==> config.mk <==
export PLATFORM = sky130hd
export DESIGN_NAME = sc_out_port_bcd_display_flat
export DESIGN_NICKNAME = d
export VERILOG_FILES = /design/src/rtl/sc_out_port_bcd_display_if.sv /design/src/rtl/sc_out_port_bcd_display.sv /design/src/flat_wrapper.sv
export SDC_FILE = /design/constraint.sdc
export NUM_CORES = 1
export LEC_CHECK = 0
export BUFFER_PORTS_ARGS = -buffer_cell sky130_fd_sc_hd__buf_2
export CAP_MARGIN = 5
export CORE_UTILIZATION = 45
export DETAILED_ROUTE_END_ITERATION = 7
export PLACE_DENSITY = 0.74
export SLEW_MARGIN = 40
export SYNTH_ARGS = -nofsm -noshare
export SYNTH_HDL_FRONTEND = slang
export SYNTH_SLANG_ARGS = --single-unit
==> constraint.sdc <==
create_clock -name clock -period 2.1 [get_ports clock]
set_clock_uncertainty 0.05 [all_clocks]
set_input_delay 0.42 -clock clock [delete_from_list [all_inputs] [get_ports clock]]
set_output_delay 0.42 -clock clock [all_outputs]
set_load 0.1 [all_outputs]
==> src/rtl/sc_out_port_bcd_display_if.sv <==
// CPU output-port to BCD display bundle: the CPU drives port_value, the display
// returns its active-low segment vector and conversion status.
interface sc_out_port_bcd_display_if #(
  parameter int unsigned DIGITS = 5
);
  logic [31:0]         port_value;
  logic [7*DIGITS-1:0] hex_out;
  logic                busy;
  logic                update;

  modport master (output port_value, input hex_out, input busy, input update);
  modport slave  (input port_value, output hex_out, output busy, output update);
endinterface

==> src/rtl/sc_out_port_bcd_display.sv <==
// Sequential double-dabble converter of the CPU output port onto active-low
// seven-segment digits; the display only changes when a conversion completes.
module sc_out_port_bcd_display #(
  parameter int unsigned DATA_WIDTH = 16,
  parameter int unsigned DIGITS     = 5,
  parameter bit          BLANK_LZ   = 1'b1
) (
  input  logic                       clock,
  input  logic                       resetn,
  sc_out_port_bcd_display_if.slave   bus
);

  localparam int unsigned BCD_W = 4 * DIGITS;
  localparam int unsigned HEX_W = 7 * DIGITS;
  localparam int unsigned CNT_W = (DATA_WIDTH > 1) ? $clog2(DATA_WIDTH) : 1;

  localparam logic [1:0] S_IDLE = 2'd0;
  localparam logic [1:0] S_CONV = 2'd1;
  localparam logic [1:0] S_DONE = 2'd2;

  logic [1:0]            r_state;
  logic [1:0]            w_state_nxt;
  logic [DATA_WIDTH-1:0] r_last_value;
  logic [DATA_WIDTH-1:0] r_shift_bin;
  logic [BCD_W-1:0]      r_bcd_work;
  logic [CNT_W-1:0]      r_cnt;
  logic [HEX_W-1:0]      r_hex_disp;
  logic                  r_busy;
  logic                  r_update;

  logic [DATA_WIDTH-1:0] w_port;
  logic [BCD_W-1:0]      w_bcd_adj;
  logic                  w_start;
  logic                  w_last_step;
  logic                  w_unused_port_hi;

  // Active-low {g,f,e,d,c,b,a} pattern for one BCD digit; non-BCD codes go dark.
  function automatic logic [6:0] seg7(input logic [3:0] d);
    logic [6:0] s;
    s = 7'h7F;
    case (d)
      4'd0: s = 7'h40;
      4'd1: s = 7'h79;
      4'd2: s = 7'h24;
      4'd3: s = 7'h30;
      4'd4: s = 7'h19;
      4'd5: s = 7'h12;
      4'd6: s = 7'h02;
      4'd7: s = 7'h78;
      4'd8: s = 7'h00;
      4'd9: s = 7'h10;
      default: s = 7'h7F;
    endcase
    return s;
  endfunction

  // Full display vector, scanning from the most significant digit so leading
  // zeros can be blanked; digit 0 is always lit.
  function automatic logic [HEX_W-1:0] hex_of(input logic [BCD_W-1:0] bcd);
    logic [HEX_W-1:0] h;
    logic [3:0]       d;
    logic             lead;
    h    = '0;
    lead = 1'b1;
    for (int i = int'(DIGITS) - 1; i >= 0; i--) begin
      d = bcd[4*i +: 4];
      if (d != 4'd0) lead = 1'b0;
      if (BLANK_LZ && lead && (i != 0)) h[7*i +: 7] = 7'h7F;
      else                              h[7*i +: 7] = seg7(d);
    end
    return h;
  endfunction

  // Add-3 correction applied to every BCD nibble before each shift.
  function automatic logic [BCD_W-1:0] add3(input logic [BCD_W-1:0] bcd);
    logic [BCD_W-1:0] b;
    b = bcd;
    for (int i = 0; i < int'(DIGITS); i++) begin
      if (b[4*i +: 4] >= 4'd5) b[4*i +: 4] = b[4*i +: 4] + 4'd3;
    end
    return b;
  endfunction

  assign w_port           = bus.port_value[DATA_WIDTH-1:0];
  assign w_unused_port_hi = ^bus.port_value[31:DATA_WIDTH];
  assign w_start          = (r_state == S_IDLE) && (w_port != r_last_value);
  assign w_last_step      = (r_cnt == CNT_W'(DATA_WIDTH - 1));
  assign w_bcd_adj        = add3(r_bcd_work);

  // State register.
  always_ff @(posedge clock or negedge resetn) begin
    if (!resetn) r_state <= S_IDLE;
    else         r_state <= w_state_nxt;
  end

  // Next-state logic.
  always_comb begin
    w_state_nxt = r_state;
    case (r_state)
      S_IDLE:  if (w_start)     w_state_nxt = S_CONV;
      S_CONV:  if (w_last_step) w_state_nxt = S_DONE;
      S_DONE:  w_state_nxt = S_IDLE;
      default: w_state_nxt = S_IDLE;
    endcase
  end

  // Conversion datapath; the display register is only loaded in DONE.
  always_ff @(posedge clock or negedge resetn) begin
    if (!resetn) begin
      r_last_value <= '0;
      r_shift_bin  <= '0;
      r_bcd_work   <= '0;
      r_cnt        <= '0;
      r_hex_disp   <= hex_of(BCD_W'(0));
      r_busy       <= 1'b0;
      r_update     <= 1'b0;
    end else begin
      r_update <= 1'b0;
      case (r_state)
        S_IDLE: begin
          if (w_start) begin
            r_last_value <= w_port;
            r_shift_bin  <= w_port;
            r_bcd_work   <= '0;
            r_cnt        <= '0;
            r_busy       <= 1'b1;
          end
        end
        S_CONV: begin
          r_bcd_work  <= {w_bcd_adj[BCD_W-2:0], r_shift_bin[DATA_WIDTH-1]};
          r_shift_bin <= {r_shift_bin[DATA_WIDTH-2:0], 1'b0};
          r_cnt       <= r_cnt + CNT_W'(1);
        end
        S_DONE: begin
          r_hex_disp <= hex_of(r_bcd_work);
          r_update   <= 1'b1;
          r_busy     <= 1'b0;
        end
        default: ;
      endcase
    end
  end

  assign bus.hex_out = r_hex_disp;
  assign bus.busy    = r_busy;
  assign bus.update  = r_update;

endmodule

==> src/flat_wrapper.sv <==
// flat-port wrapper written by rule: the top's interface ports become plain ports
module sc_out_port_bcd_display_flat 
#(
  parameter int unsigned DATA_WIDTH = 16,
  parameter int unsigned DIGITS     = 5,
  parameter bit          BLANK_LZ   = 1'b1
)
  (clock, resetn, bus_port_value, bus_hex_out, bus_busy, bus_update);
  sc_out_port_bcd_display_if #(.DIGITS(DIGITS)) bus_i ();
  input  logic clock;
  input  logic resetn;
  input wire logic [$bits(bus_i.port_value)-1:0] bus_port_value;
  output wire logic [$bits(bus_i.hex_out)-1:0] bus_hex_out;
  output wire logic [$bits(bus_i.busy)-1:0] bus_busy;
  output wire logic [$bits(bus_i.update)-1:0] bus_update;
  assign bus_i.port_value = bus_port_value;
  assign bus_hex_out = bus_i.hex_out;
  assign bus_busy = bus_i.busy;
  assign bus_update = bus_i.update;
  sc_out_port_bcd_display #(.DATA_WIDTH(DATA_WIDTH), .DIGITS(DIGITS), .BLANK_LZ(BLANK_LZ)) u_core (.clock(clock), .resetn(resetn), .bus(bus_i));
endmodule
==> flow_metrics.env <==
export IMPL_status="finished, final reports clean"
export IMPL_synth_nets=586
export IMPL_crit_path_end_kind="flop"
export IMPL_antenna_found_initial=0
export IMPL_yosysTopAreaCell="dfrtp_1"
export IMPL_stdcell_area_sq_um=6000
export IMPL_relSlewSlack=0.674
export IMPL_clk_path_buf_depth=2
export IMPL_core_area_sq_um=10900
export IMPL_synth_enable_flop_cells=0
export IMPL_reg2reg_depth=6
export IMPL_endpoint="u_core.r_shift_bin[13]$_DFFE_PN0P_"
export IMPL_timing_setup_tns_ns=0
export IMPL_critical_path_class="reg2reg"
export IMPL_max_freq_ghz=0.513
export IMPL_rsz0062_at_grt="false"
export IMPL_hold_path_class="in2reg"
export IMPL_cp_data_required_time_ns=2.28
export IMPL_tightestPinTransition_ns=0.493
export IMPL_critical_path_startpoint="u_core.r_last_value[3]$_DFFE_PN0P_"
export IMPL_ys_types=46
export IMPL_grt_total_usage=0.198
export IMPL_die_x_um=108
export IMPL_grt_pass1_wl_um=18100
export IMPL_gp_congestion=0.894
export IMPL_start_util=0.466
export IMPL_dr_pass1_iters=5
export IMPL_drv_cap=0
export IMPL_htreeDepth=3
export IMPL_synth_top_area_frac=0.324
export IMPL_grt_max_degree=39
export IMPL_cts_setup_buffers=0
export IMPL_overflow=0
export IMPL_syn_cell_area_sq_um=5100
export IMPL_reg2reg_to="u_core.r_shift_bin[13]$_DFFE_PN0P_"
export IMPL_clk_latency_ns=0.35
export IMPL_die_area_sq_um=11800
export IMPL_yosysWarnings=0
export IMPL_clkSlewWorstSetupHoldPaths_ns=0.07
export IMPL_drc=0
export IMPL_finalWirelength_um=10600
export IMPL_async_flop_share=1.00
export IMPL_clock_root_buffer="clkbuf_16"
export IMPL_dpl_cell_area_sq_um=5660
export IMPL_drt_initial_drc_count=195
export IMPL_setup_violations=0
export IMPL_drv_slew=0
export IMPL_r2r_slack_ns=0.15
export IMPL_area_growth_pct=17.7
export IMPL_layout_drive_gt1_share=0.265
export IMPL_die_height_um=108
export IMPL_wl_per_cell_um=14.4
export IMPL_cts_buffers=9
export IMPL_ios=71
export IMPL_r2r_start="u_core.r_last_value[3]$_DFFE_PN0P_"
export IMPL_port_buffers=54
export IMPL_critPathLaunchType="flop"
export IMPL_cts_sinks=95
export IMPL_viasPerCell=5.29
export IMPL_n_antenna_cell=0
export IMPL_cts_tree="yes"
export IMPL_hold_violations=0
export IMPL_nets=653
export IMPL_hpwl_um=7450
export IMPL_critPathArrivalTime_ns=2.13
export IMPL_ys_ff_latch=95
export IMPL_num_vias=3880
export IMPL_rows=38
export IMPL_synth_top_flop_cell="dfrtp_1"
export IMPL_avgSynthCellArea_sq_um=9.78
export IMPL_synth_seq_area_share=0.474
export IMPL_min_period_ns=1.95
export IMPL_grt_pass1_vias=3835
export IMPL_min_period_over_period=0.928
export IMPL_final_antenna_net_count=0
export IMPL_critPathMaxFanout=7
export IMPL_netlist_instances=521
export IMPL_yosys_top_cells_area="dfrtp_1 32%, dfstp_2 15%, ha_1 7.6%"
## Yosys cell counts, types with 3 or more instances
library cell	number
buf_1	4
nand3_1	5
o31ai_1	7
a21oi_1	39
ha_1	31
nor2_1	48
nand2_1	77
nand4_1	4
dfstp_2	29
a21o_1	4
nor3_1	8
o21ai_0	27
xnor2_1	23
o22ai_1	13
mux2i_1	3
dfrtp_1	66
clkbuf_1	16
a22o_1	3
mux2_2	30
and2_1	3
a211oi_1	3
inv_1	23
nor3b_1	3
o22a_1	12
nand2b_1	8
a31oi_1	3
## cells by family (layout without fill, tap and decap cells)
logic type                 after synthesis  after routing  synth area share
xor gates and xnor gates                23             23            0.0395
AOI/OAI and AO/OA                      125            125             0.154
DFF                                     95             95             0.474
buffers and inverters                   50            122            0.0422
and+or+nand+nor                        163            163             0.140
muxes                                   34             34            0.0744
adders and majority gates               31             31            0.0761
## registers in the layout, summed over array words and instances, names as in the netlist
name,flops
u_core.r_cnt,4
u_core.r_shift_bin,16
u_core.bus.hex_out,35
u_core.bus.update,1
u_core.bus.busy,1
u_core.r_bcd_work,20
u_core.r_state,2
u_core.r_last_value,16
## metrics by stage
step	hold slack [ns]	instances	setup WS, ns	util
after CTS	0.287	733	0.120	0.548
after floorplan	0.0744	521	0.188	-
final	0.284	733	0.151	0.548
after global placement	0.352	716	-0.00281	0.517
after detailed placement	0.352	716	-0.0164	0.517
after global routing	0.284	733	0.0197	0.548
## cells in the final DEF (no fill, tap or decap), types with 24 or more instances in the layout
master	n
nand2_1	77
dfrtp_1	66
buf_2	53
nor2_1	48
a21oi_1	39
ha_1	31
mux2_2	30
dfstp_2	29
o21ai_0	27
buf_4	24
## how the worst min path moves through the flow
stage / start / end / depth (start not counted)
final: bus_port_value[0] / u_core.r_shift_bin[0]$_DFFE_PN0P_ / 2
after global placement: resetn / u_core.bus.busy$_DFFE_PN0P_ / 1
after floorplan: resetn / u_core.bus.busy$_DFFE_PN0P_ / 0
after CTS: bus_port_value[0] / u_core.r_shift_bin[0]$_DFFE_PN0P_ / 2
after global routing: bus_port_value[0] / u_core.r_shift_bin[0]$_DFFE_PN0P_ / 2
after detailed placement: resetn / u_core.bus.busy$_DFFE_PN0P_ / 1
## timing repair
action	CTS	global route
gates resized for setup	0	1
hold buffers	1	0
endpoints found under the setup margin	0	5
hold endpoints to repair	22	0
## worst max-delay path, cell delays in order (launching register included)
cell and delay (ns):
dfrtp_1 0.39, xnor2_1 0.22, nand4_1 0.17, nor4_4 0.38
a21oi_2 0.16, buf_4 0.19, mux2_2 0.27
## cell type report
cell class / count / area, sq um
multi-input cells: 376 / 2470
flip-flops and latches: 95 / 2410
clock buffers: 12 / 236
repair buffers: 81 / 515
inverters: 25 / 93.8
clock inverters: 4 / 93.8
well taps: 140 / 175
fillers: 980 / 4940
## per-layer routing
| metal | wire (um) | global-route usage | part of all wire |
|---|---|---|---|
| met4 | 206 | 0.0734 | 0.019 |
| met2 | 4990 | 0.319 | 0.47 |
| met1 | 4960 | 0.259 | 0.47 |
| met5 | 0 | 0 | 0 |
| met3 | 431 | 0.0464 | 0.041 |
Power is not shown: default switching activity piles up to over one toggle a cycle in this logic, so the estimate is an artifact.
